**config.mk**
```make
export PLATFORM = sky130hd
export DESIGN_NAME = ssd_scan
export DESIGN_NICKNAME = d
export VERILOG_FILES = /design/src/rtl/ssd_pkg.sv /design/src/rtl/ssd_tick_gen.sv /design/src/rtl/ssd_scan.sv
export SDC_FILE = /design/constraint.sdc
export NUM_CORES = 1
export LEC_CHECK = 0
export CORE_MARGIN = 2
export CORE_UTILIZATION = 40
export DETAILED_ROUTE_END_ITERATION = 12
export HOLD_SLACK_MARGIN = 0.1
export SLEW_MARGIN = 10
export SYNTH_ARGS = -nofsm -noshare
export SYNTH_HDL_FRONTEND = slang
export SYNTH_SLANG_ARGS = --single-unit
```
**constraint.sdc**
```tcl
create_clock -name clk -period 2.2 [get_ports clk]
set_input_delay 0.33 -clock clk [delete_from_list [all_inputs] [get_ports clk]]
set_output_delay 0.33 -clock clk [all_outputs]
set_load 0.05 [all_outputs]
```
**src/rtl/ssd_pkg.sv**
```systemverilog
// rtl/ssd_pkg.sv - shared constants and types for the seven-segment scan controller
package ssd_pkg;
  localparam int NUM_DIGITS = 4;
  localparam int DIG_W      = 4;

  typedef logic [1:0] slot_t;

  localparam logic [NUM_DIGITS-1:0] ALL_OFF = 4'b1111;
endpackage

```
**src/rtl/ssd_tick_gen.sv**
```systemverilog
// rtl/ssd_tick_gen.sv - free-running refresh prescaler, tick on the all-ones count
module tick_gen #(
  parameter int DIV_BITS = 16
) (
  input  logic i_clk,
  input  logic i_rst_n,
  output logic o_tick
);
  logic [DIV_BITS-1:0] r_cnt;

  always_ff @(posedge i_clk or negedge i_rst_n) begin
    if (!i_rst_n) begin
      r_cnt <= '0;
    end else begin
      r_cnt <= r_cnt + 1'b1;
    end
  end

  assign o_tick = &r_cnt;
endmodule

```
**src/rtl/ssd_scan.sv**
```systemverilog
// rtl/ssd_scan.sv - four-digit scan with frame-aligned commit; LEADING_ZERO_BLANK_EN blanks leading zeros
module ssd_scan
  import ssd_pkg::*;
#(
  parameter int DIV_BITS = 16
) (
  input  logic                          clk,
  input  logic                          rst_n,
  input  logic                          load,
  input  logic [NUM_DIGITS*DIG_W-1:0]   bcd_in,
  output logic [DIG_W-1:0]              dig,
  output logic [NUM_DIGITS-1:0]         ssd_ctl,
  output logic                          pending,
  output logic                          frame_done
);
  logic                        w_tick;
  logic                        w_wrap;
  logic [NUM_DIGITS-1:0]       w_onehot_n;
  slot_t                       r_idx;
  logic [NUM_DIGITS*DIG_W-1:0] r_shadow;
  logic [NUM_DIGITS*DIG_W-1:0] r_disp;
  logic                        r_pending;
  logic                        r_frame_done;

  tick_gen #(.DIV_BITS(DIV_BITS)) u_tick_gen (
    .i_clk   (clk),
    .i_rst_n (rst_n),
    .o_tick  (w_tick)
  );

  assign w_wrap = w_tick && (r_idx == 2'd3);

  always_ff @(posedge clk or negedge rst_n) begin
    if (!rst_n) begin
      r_idx        <= '0;
      r_shadow     <= '0;
      r_disp       <= '0;
      r_pending    <= 1'b0;
      r_frame_done <= 1'b0;
    end else begin
      r_frame_done <= w_wrap;
      if (w_tick) begin
        r_idx <= r_idx + 2'd1;
      end
      if (load) begin
        r_shadow <= bcd_in;
      end
      // A load landing on the wrap edge bypasses the shadow so it shows next frame.
      if (w_wrap && (load || r_pending)) begin
        r_disp    <= load ? bcd_in : r_shadow;
        r_pending <= 1'b0;
      end else if (load) begin
        r_pending <= 1'b1;
      end
    end
  end

  assign w_onehot_n = ~(4'b0001 << r_idx);
  assign dig        = r_disp[{r_idx, 2'b00} +: DIG_W];
  assign pending    = r_pending;
  assign frame_done = r_frame_done;

`ifdef LEADING_ZERO_BLANK_EN
  logic [NUM_DIGITS-1:0] w_blank;

  always_comb begin
    w_blank    = '0;
    w_blank[3] = (r_disp[15:12] == 4'h0);
    w_blank[2] = w_blank[3] && (r_disp[11:8] == 4'h0);
    w_blank[1] = w_blank[2] && (r_disp[7:4] == 4'h0);
  end

  assign ssd_ctl = w_blank[r_idx] ? ALL_OFF : w_onehot_n;
`else
  assign ssd_ctl = w_onehot_n;
`endif
endmodule
```
==> results of run 1 <==
-- final timing paths --
| kind | slack [ps] | end | depth (start not counted) |
|---|---|---|---|
| max reg2reg | 230 | r_disp[14] | 6 |
| min | 470 | u_tick_gen.r_cnt[11] | 1 |
| max | 230 | dig[0] | 2 |
| max in group asynchronous | 1410 | r_shadow[6] | 3 |
| min reg2reg | 470 | u_tick_gen.r_cnt[11] | 1 |
| min in group asynchronous | 540 | r_shadow[7] | 3 |
-- critical path, stage by stage (launching register included) --
cell and delay (ps):
dfrtp_1 570, mux4_2 570, buf_4 210
-- area by class of cell --
class / count / area [sq um]
Clock inverter: 3 / 90.09
Sequential cell: 52 / 1301
Tap cell: 72 / 90.09
Multi-Input combinational cell: 85 / 848.3
Fill cell: 471 / 2628
Inverter: 9 / 33.78
Timing Repair Buffer: 33 / 345.3
Clock buffer: 5 / 68.82
-- flip-flops by register name, summed over array words and instances, names as in the netlist --
register	cells
r_disp	16
r_shadow	16
u_tick_gen.r_cnt	16
r_idx	2
frame_done	1
pending	1
-- logic make-up (layout without fill, tap and decap cells) --
logic type | after synthesis | after routing | share of synthesized area
DFF | 52 | 52 | 0.5889
AOI/OAI and AO/OA | 1 | 1 | 0.002263
adders and majority gates | 5 | 5 | 0.02831
xor gates and xnor gates | 15 | 15 | 0.05946
and+or+nand+nor | 28 | 28 | 0.09004
buffers and inverters | 13 | 50 | 0.02718
muxes | 36 | 36 | 0.2039
-- metal layers --
layer	up-vias	part of all wire
li1	584	-
met1	586	0.49
met2	24	0.47
met3	2	0.040
met4	0	0.0041
met5	-	0
-- cells in the mapped netlist, types with 3 or more instances --
master,n
and3_1,3
clkbuf_1,3
dfrtp_1,52
ha_1,5
inv_1,9
mux2_2,32
mux4_2,4
nand2_1,3
nand3_1,8
nor2_1,6
xnor2_1,8
xor2_1,7
-- placed cells by master, fill, tap and decap left out, types with 6 or more instances in the layout --
master	netlist	routed
nor2_1	6	6
buf_4	0	8
xnor2_1	8	8
dfrtp_1	52	52
inv_1	9	9
xor2_1	7	7
clkdlybuf4s50_1	0	19
nand3_1	8	8
mux2_2	32	32
-- report_power, final --
group | switching (uW) | internal, uW | leakage, uW
Combinational | 43.7 | 59.6 | 0.000563
Clock | 312 | 568 | 0.0000784
Sequential | 7.04 | 984 | 0.000671
Total | 362 | 1610 | 0.00131
-- stage by stage --
stage          area [sq um]    util
3_3_place_gp           2609  0.4826
3_5_place_dp           2609  0.4826
2_1_floorplan          2210       -
6_report               2778  0.5139
5_1_grt                2778  0.5139
4_1_cts                2778  0.5139
==> results.py, run 1 <==
metrics = {
    "layout": {
        "drive_gt1_frac": 0.3316,
        "syn2layout_area_growth_pct": 25.71,
        "antenna_cells": 0,
        "finalNonFillerCells": 259,
        "final_nets": 210,
    },
    "critical_path": {
        "endpoint_kind": "output port",
        "required_ps": 1870,
        "cp.arrival_ps": 1640,
        "path_class": "reg2out",
        "crit_path_max_fanout": 7,
        "cp-start-kind": "flip-flop",
        "critPathLaunch": "r_idx[0]",
        "r2r-start": "u_tick_gen.r_cnt[0]",
    },
    "sta": {
        "skew_ps": 9.216,
        "slew_headroom": 0.6618,
        "period_minus_slack_ps": 1974,
        "holdWs_ps": 474.0,
        "max_freq_mhz": 506.6,
        "rsz0062_at_grt": "no",
        "worst_pin_slew_ps": 503.4,
        "hold_viol_final": 0,
        "final.period_utilization": 0.8972,
        "tns_ps": 0,
        "setup_slack_ps": 226.1,
        "drv_slew": 0,
        "setup_viol": 0,
    },
    "synthesis": {
        "ys_seq_elements": 52,
        "ys_types": 20,
        "ys.flop_type": "dfrtp_1",
        "yosysWarnings": 0,
        "synthCells": 150,
        "yosysTopAreaCellShare": 0.5889,
        "synth_top_cell_by_area": "dfrtp_1",
        "synth_edf_count": 0,
        "async_flop_share": 1.000,
        "synth_area_leaders": "dfrtp_1 (59%), mux2_2 (16%), mux4_2 (4.1%), xnor2_1 (3.2%), ha_1 (2.8%)",
        "syn_area_sq_um": 2210,
        "syn_nets": 174,
        "seq_area_frac_synth": 0.5889,
        "synth.avg_cell_area_sq_um": 14.73,
    },
    "min_path": {
        "min_from": "u_tick_gen.r_cnt[11]",
        "worstHoldPathType": "reg2reg",
    },
    "detailed_routing": {
        "drc_errors": 0,
        "drt_iter0_drc": 68,
        "drt_pass1_iterations": 5,
        "vias": 1196,
        "wl_per_cell_um": 14.10,
        "antenna_left": 0,
        "routed_wl_um": 3652,
        "drt-vias-per-instance": 4.618,
    },
    "cts": {
        "clk_path_buf_depth": 2,
        "cts_tree": "built",
        "clk_pin_slew_worst_paths_ps": 90,
        "cts-resized-gates": 0,
        "h-tree-depth": 2,
        "holdBufCountCts": 1,
        "clkLatencyLatePin_ps": 300,
        "clock_sinks": 52,
        "cts_made_buffers": 5,
        "post_cts.repair.setup_buffers": 0,
        "clockRootBuffer": "clkbuf_8",
    },
    "global_routing": {
        "grt_max_degree": 53,
        "grt_use_met2": 0.2043,
        "antenna_found_initial": 0,
        "grt_pass1_vias": 1281,
        "met1_usage": 0.1766,
        "grt_first_pass_wirelength_um": 6196,
        "busiest_layer": "met2",
        "track_usage": 0.1307,
        "met3_usage": 0.04138,
        "gr-total-overflow": 0,
    },
    "floorplanning": {
        "die_h_um": 78.33,
        "die_x_um": 78.33,
        "io_pins": 29,
        "row_count": 27,
        "dieArea_sq_um": 6135,
        "core_area_sq_um": 5405,
        "start_util": 0.4088,
    },
    "status": {
        "status": "complete, no violations",
    },
    "power": {
        "power_density_nw_per_um2": 710.7,
        "finalPower_uw": 1974,
        "leakage_uw": 0.001311,
        "irDropWorstVdd_mv": 0.3509,
    },
    "placement": {
        "port_buffers": 28,
        "dp_hpwl_um": 2598,
        "dp_cells": 250,
        "dp_slack_ps": 223.6,
        "place.gp.congestion": 0.6783,
    },
    "run": {
        "cap_viol_max_count": 0,
    },
}
(Power assumes the default switching activity.)
==> run 2, diff against run 1 <==
- CORE_MARGIN: 2 -> 4
- CORE_UTILIZATION: 40 -> 50
- PLACE_DENSITY: not set -> 0.73
==> results.py, run 2 (synthesis results as in run 1) <==
metrics = {
    "sta": {
        "drv_slew": 0,
        "setup_viol": 0,
        "final.period_utilization": 0.9113,
        "slew_headroom": 0.5723,
        "holdWs_ps": 122.1,
        "hold_viol_final": 0,
        "period_minus_slack_ps": 2005,
        "skew_ps": 9.060,
        "tns_ps": 0,
        "rsz0062_at_grt": "no",
        "max_freq_mhz": 498.8,
        "worst_pin_slew_ps": 641.6,
    },
    "critical_path": {
        "critical_path_buf_inv_count": 1,
        "crit_family": "flip-flops",
        "slowest_delay_ps": 600,
        "crit_path_cell_trace": "mux4_2 > buf_4",
        "endpoint_kind": "output port",
        "reg2regPathDepth": 6,
        "r2r-start": "u_tick_gen.r_cnt[0]",
        "cp_slowest_cell": "dfrtp_1",
        "cp.arrival_ps": 1670,
        "r2r_end": "r_disp[5]",
        "rrSetupSlack_ps": 210,
        "path_class": "reg2out",
        "required_ps": 1870,
        "path_depth": 2,
        "cp-start-kind": "flip-flop",
        "crit_path_max_fanout": 7,
    },
    "floorplanning": {
        "row_count": 23,
        "io_pins": 29,
        "die_x_um": 74.48,
        "die_h_um": 74.48,
        "dieArea_sq_um": 5547,
        "core_area_sq_um": 4144,
        "start_util": 0.5332,
    },
    "detailed_routing": {
        "wl_per_cell_um": 15.83,
        "drt-vias-per-instance": 5.225,
        "antenna_left": 0,
        "drc_errors": 0,
        "vias": 1233,
        "drt_pass1_iterations": 2,
        "drt_iter0_drc": 46,
        "routed_wl_um": 3735,
    },
    "placement": {
        "placed_area_sq_um": 2569,
        "place.gp.congestion": 0.7199,
        "port_buffers": 28,
        "dp_hpwl_um": 2746,
    },
    "layout": {
        "fin_util": 0.6458,
        "final_cell_mix": "dfrtp_1 (52), mux2_2 (32), clkdlybuf4s50_1 (19)",
        "fill_cells": 334,
        "layout_commonest_cell": "dfrtp_1",
        "drive_gt1_frac": 0.3280,
        "final_nets": 209,
        "syn2layout_area_growth_pct": 21.12,
        "antenna_cells": 0,
        "reg_top3": "r_disp: 16 flops, r_shadow: 16 flops, u_tick_gen.r_cnt: 16 flops",
        "final_area_sq_um": 2676,
    },
    "global_routing": {
        "grt_pass1_vias": 1355,
        "track_usage": 0.1594,
        "antenna_found_initial": 0,
        "gr-total-overflow": 0,
        "grt_first_pass_wirelength_um": 6534,
        "grt_max_degree": 53,
    },
    "cts": {
        "holdBufCountCts": 0,
        "clockRootBuffer": "clkbuf_8",
        "clk_path_buf_depth": 2,
        "h-tree-depth": 2,
        "post_cts.repair.setup_buffers": 0,
        "clock_sinks": 52,
        "cts-resized-gates": 0,
        "cts_tree": "built",
        "clkLatencyLatePin_ps": 300,
        "cts_made_buffers": 5,
        "clk_pin_slew_worst_paths_ps": 90,
    },
    "run": {
        "cap_viol_max_count": 0,
    },
    "power": {
        "leakage_uw": 0.001280,
        "power_density_nw_per_um2": 645.1,
        "irDropWorstVdd_mv": 0.4487,
    },
    "status": {
        "status": "complete, no violations",
    },
    "min_path": {
        "worstHoldPathType": "in2async",
    },
}
[run 2: cell types whose count changed in the layout (fill, tap and decap cells not counted)]
| cell | before | now |
|---|---|---|
| buf_12 | 4 | 3 |
| buf_4 | 8 | 9 |
| bufinv_16 | 3 | 1 |
| clkbuf_1 | 0 | 1 |
| clkinv_2 | 0 | 1 |
| dlygate4sd3_1 | 1 | 0 |
[run 2: per-stage QoR]
step	instances	worst slack, ps	total power [uW]
after floorplan	150	129.2	1048
after global placement	228	304.7	1106
after detailed placement	228	212.7	1113
after CTS	236	161.7	1743
after global routing	236	43.33	1802
final	236	195.2	1727
[run 2: worst max path at each step]
stage,start,to,slack (ps)
detailed placement,u_tick_gen.r_cnt[0],r_disp[5],210
CTS,r_idx[0],dig[2],160
floorplan,u_tick_gen.r_cnt[0],r_disp[10],130
global placement,u_tick_gen.r_cnt[0],r_disp[1],300
global route,u_tick_gen.r_cnt[0],r_disp[5],40
finish,r_idx[0],dig[2],200
[run 2: area by class of cell]
cell class	count	area, sq um	share of cell area
Inverter	9	33.78	0.01262
Tap cell	50	62.56	0.02338
Clock inverter	2	35.03	0.01309
Timing Repair Buffer	32	322.8	0.1206
Clock buffer	6	72.57	0.02712
Sequential cell	52	1301	0.4862
Multi-Input combinational cell	85	848.3	0.3170
[run 2: routing by layer]
metal,track usage,wire length (um),vias to the layer above
li1,-,-,579
met1,0.2032,1700,626
met2,0.2585,1786,21
met3,0.05135,192,7
met4,0.05336,55,0
met5,0,0,-
[run 2: worst reg2reg max path: cells and delay by family, from the launching register on]
kind | cells | cell delay (ps)
multiplexers | 1 | 350
adder cells (fa/ha/maj) | 1 | 270
AND/OR/NAND/NOR | 3 | 680
buffers and inverters | 1 | 180
flip-flops | 1 | 400
[run 2: power breakdown]
group | internal [uW] | switching, uW | total, uW
combinational | 55.9 | 43.9 | 99.8
sequential | 984 | 7.03 | 991
clock | 338 | 298 | 636
total | 1380 | 349 | 1730
==> run 3, diff against run 2 <==
- CORE_MARGIN: 4 -> 2
==> results.py, run 3 (synthesis results as in run 1) <==
metrics = {
    "global_routing": {
        "met1_usage": 0.2099,
        "track_usage": 0.1658,
        "grt_pass1_vias": 1317,
        "busiest_layer": "met2",
        "gr-total-overflow": 0,
        "grt_use_met2": 0.2673,
        "met3_usage": 0.05483,
        "grt_max_degree": 53,
        "grt_first_pass_wirelength_um": 6354,
        "antenna_found_initial": 0,
    },
    "cts": {
        "post_cts.repair.setup_buffers": 0,
        "cts_made_buffers": 5,
        "h-tree-depth": 2,
        "holdBufCountCts": 0,
        "cts-resized-gates": 0,
        "clock_sinks": 52,
        "cts_tree": "built",
        "clkLatencyLatePin_ps": 310,
        "clk_pin_slew_worst_paths_ps": 90,
        "clk_path_buf_depth": 2,
        "clockRootBuffer": "clkbuf_8",
    },
    "floorplanning": {
        "row_count": 24,
        "core_area_sq_um": 4294,
        "dieArea_sq_um": 4967,
        "io_pins": 29,
        "die_h_um": 70.48,
        "die_x_um": 70.48,
        "start_util": 0.5146,
    },
    "sta": {
        "final.period_utilization": 0.9034,
        "worst_pin_slew_ps": 635.8,
        "setup_viol": 0,
        "slew_headroom": 0.5762,
        "skew_ps": 12.81,
        "rsz0062_at_grt": "no",
        "period_minus_slack_ps": 1987,
        "tns_ps": 0,
        "drv_slew": 0,
        "hold_viol_final": 0,
        "max_freq_mhz": 503.1,
    },
    "critical_path": {
        "critical_path_buf_inv_count": 1,
        "endpoint_kind": "flip-flop",
        "crit_path_cell_trace": "ha_1 > nand4_4 > nor4_4 > nor3b_4 > buf_12 > mux2_2",
        "path_class": "reg2reg",
        "crit_family": "simple AND/OR/NAND/NOR gates",
        "cp-start-kind": "flip-flop",
        "slowest_delay_ps": 410,
        "required_ps": 2390,
        "cp.arrival_ps": 2170,
        "cp_slowest_cell": "dfrtp_1",
        "crit_path_max_fanout": 16,
    },
    "detailed_routing": {
        "antenna_left": 0,
        "wl_per_cell_um": 15.21,
        "drt_pass1_iterations": 4,
        "vias": 1222,
        "drt-vias-per-instance": 5.178,
        "routed_wl_um": 3590,
        "drc_errors": 0,
        "drt_iter0_drc": 60,
    },
    "run": {
        "cap_viol_max_count": 0,
    },
    "placement": {
        "port_buffers": 28,
        "place.gp.congestion": 0.7356,
        "dp_cells": 230,
        "dp_hpwl_um": 2588,
    },
    "power": {
        "leakage_uw": 0.001274,
        "irDropWorstVdd_mv": 0.3118,
        "power_density_nw_per_um2": 638.9,
    },
    "layout": {
        "drive_gt1_frac": 0.3261,
        "final_cell_mix": "dfrtp_1 (52), mux2_2 (32), clkdlybuf4s50_1 (19)",
        "layout_commonest_cell": "dfrtp_1",
        "final_nets": 209,
        "antenna_cells": 0,
        "syn2layout_area_growth_pct": 20.84,
        "finalNonFillerCells": 236,
        "reg_top3": "r_disp: 16 flops, r_shadow: 16 flops, u_tick_gen.r_cnt: 16 flops",
    },
    "min_path": {
        "worstHoldPathType": "in2async",
    },
    "status": {
        "status": "complete, no violations",
    },
}
## run 3: cell types whose count changed in the layout (fill, tap and decap cells not counted), sizes merged
| cell | change |
|---|---|
| clkbuf | -1 |
| clkinv | -1 |
## run 3: routing by layer
metal  up-vias  part of all wire
met5         -                 0
met4         0             0.016
met3         8             0.050
met2        25              0.49
met1       612              0.44
li1        577                 -
## run 3: metrics by stage
| stage | hold WS, ps | setup WS (ps) | area (sq um) | utilization | total power, uW |
|---|---|---|---|---|---|
| 3_5_place_dp | 474.4 | 192.6 | 2571 | 0.5988 | 1110 |
| 4_1_cts | 136.3 | 175.1 | 2670 | 0.6218 | 1726 |
| 2_1_floorplan | 34.41 | 129.2 | 2210 | - | 1048 |
| 3_3_place_gp | 455.5 | 291.2 | 2571 | 0.5988 | 1106 |
| 6_report | 115.3 | 212.5 | 2670 | 0.6218 | 1706 |
| 5_1_grt | 173.2 | 91.73 | 2670 | 0.6218 | 1775 |
## run 3: worst reg2reg max path: cells and delay by family (launching register included)
| family | cells | cell delay [ps] |
|---|---|---|
| multiplexers | 1 | 350 |
| buffers and inverters | 1 | 180 |
| AND/OR/NAND/NOR | 3 | 680 |
| adder cells (fa/ha/maj) | 1 | 270 |
| flip-flops | 1 | 410 |
## run 3: worst paths after layout
path                       slack [ps]                 start  depth (start not counted)              endpoint
setup / recovery                  210   u_tick_gen.r_cnt[0]                          6             r_disp[0]
setup reg to reg                  210   u_tick_gen.r_cnt[0]                          6             r_disp[0]
min in group clk                  490  u_tick_gen.r_cnt[11]                          1  u_tick_gen.r_cnt[11]
hold reg to reg                   490  u_tick_gen.r_cnt[11]                          1  u_tick_gen.r_cnt[11]
max in group asynchronous        1650                 rst_n                          2   u_tick_gen.r_cnt[2]
hold / removal                    120                 rst_n                          2           r_shadow[7]
## run 3: report_power, final
| group | internal, uW | leakage, uW | switching, uW |
|---|---|---|---|
| clock | 327 | 0.0000501 | 291 |
| combinational | 55.7 | 0.000554 | 41.9 |
| sequential | 984 | 0.000671 | 6.65 |
## run 3: area by class of cell
type | instances | area [sq um]
clock buffers | 5 | 68.82
repair buffers | 32 | 322.8
fillers | 326 | 1624
inverters | 9 | 33.78
clock inverters | 1 | 30.03
flip-flops and latches | 52 | 1301
multi-input cells | 85 | 848.3
well taps | 52 | 65.06
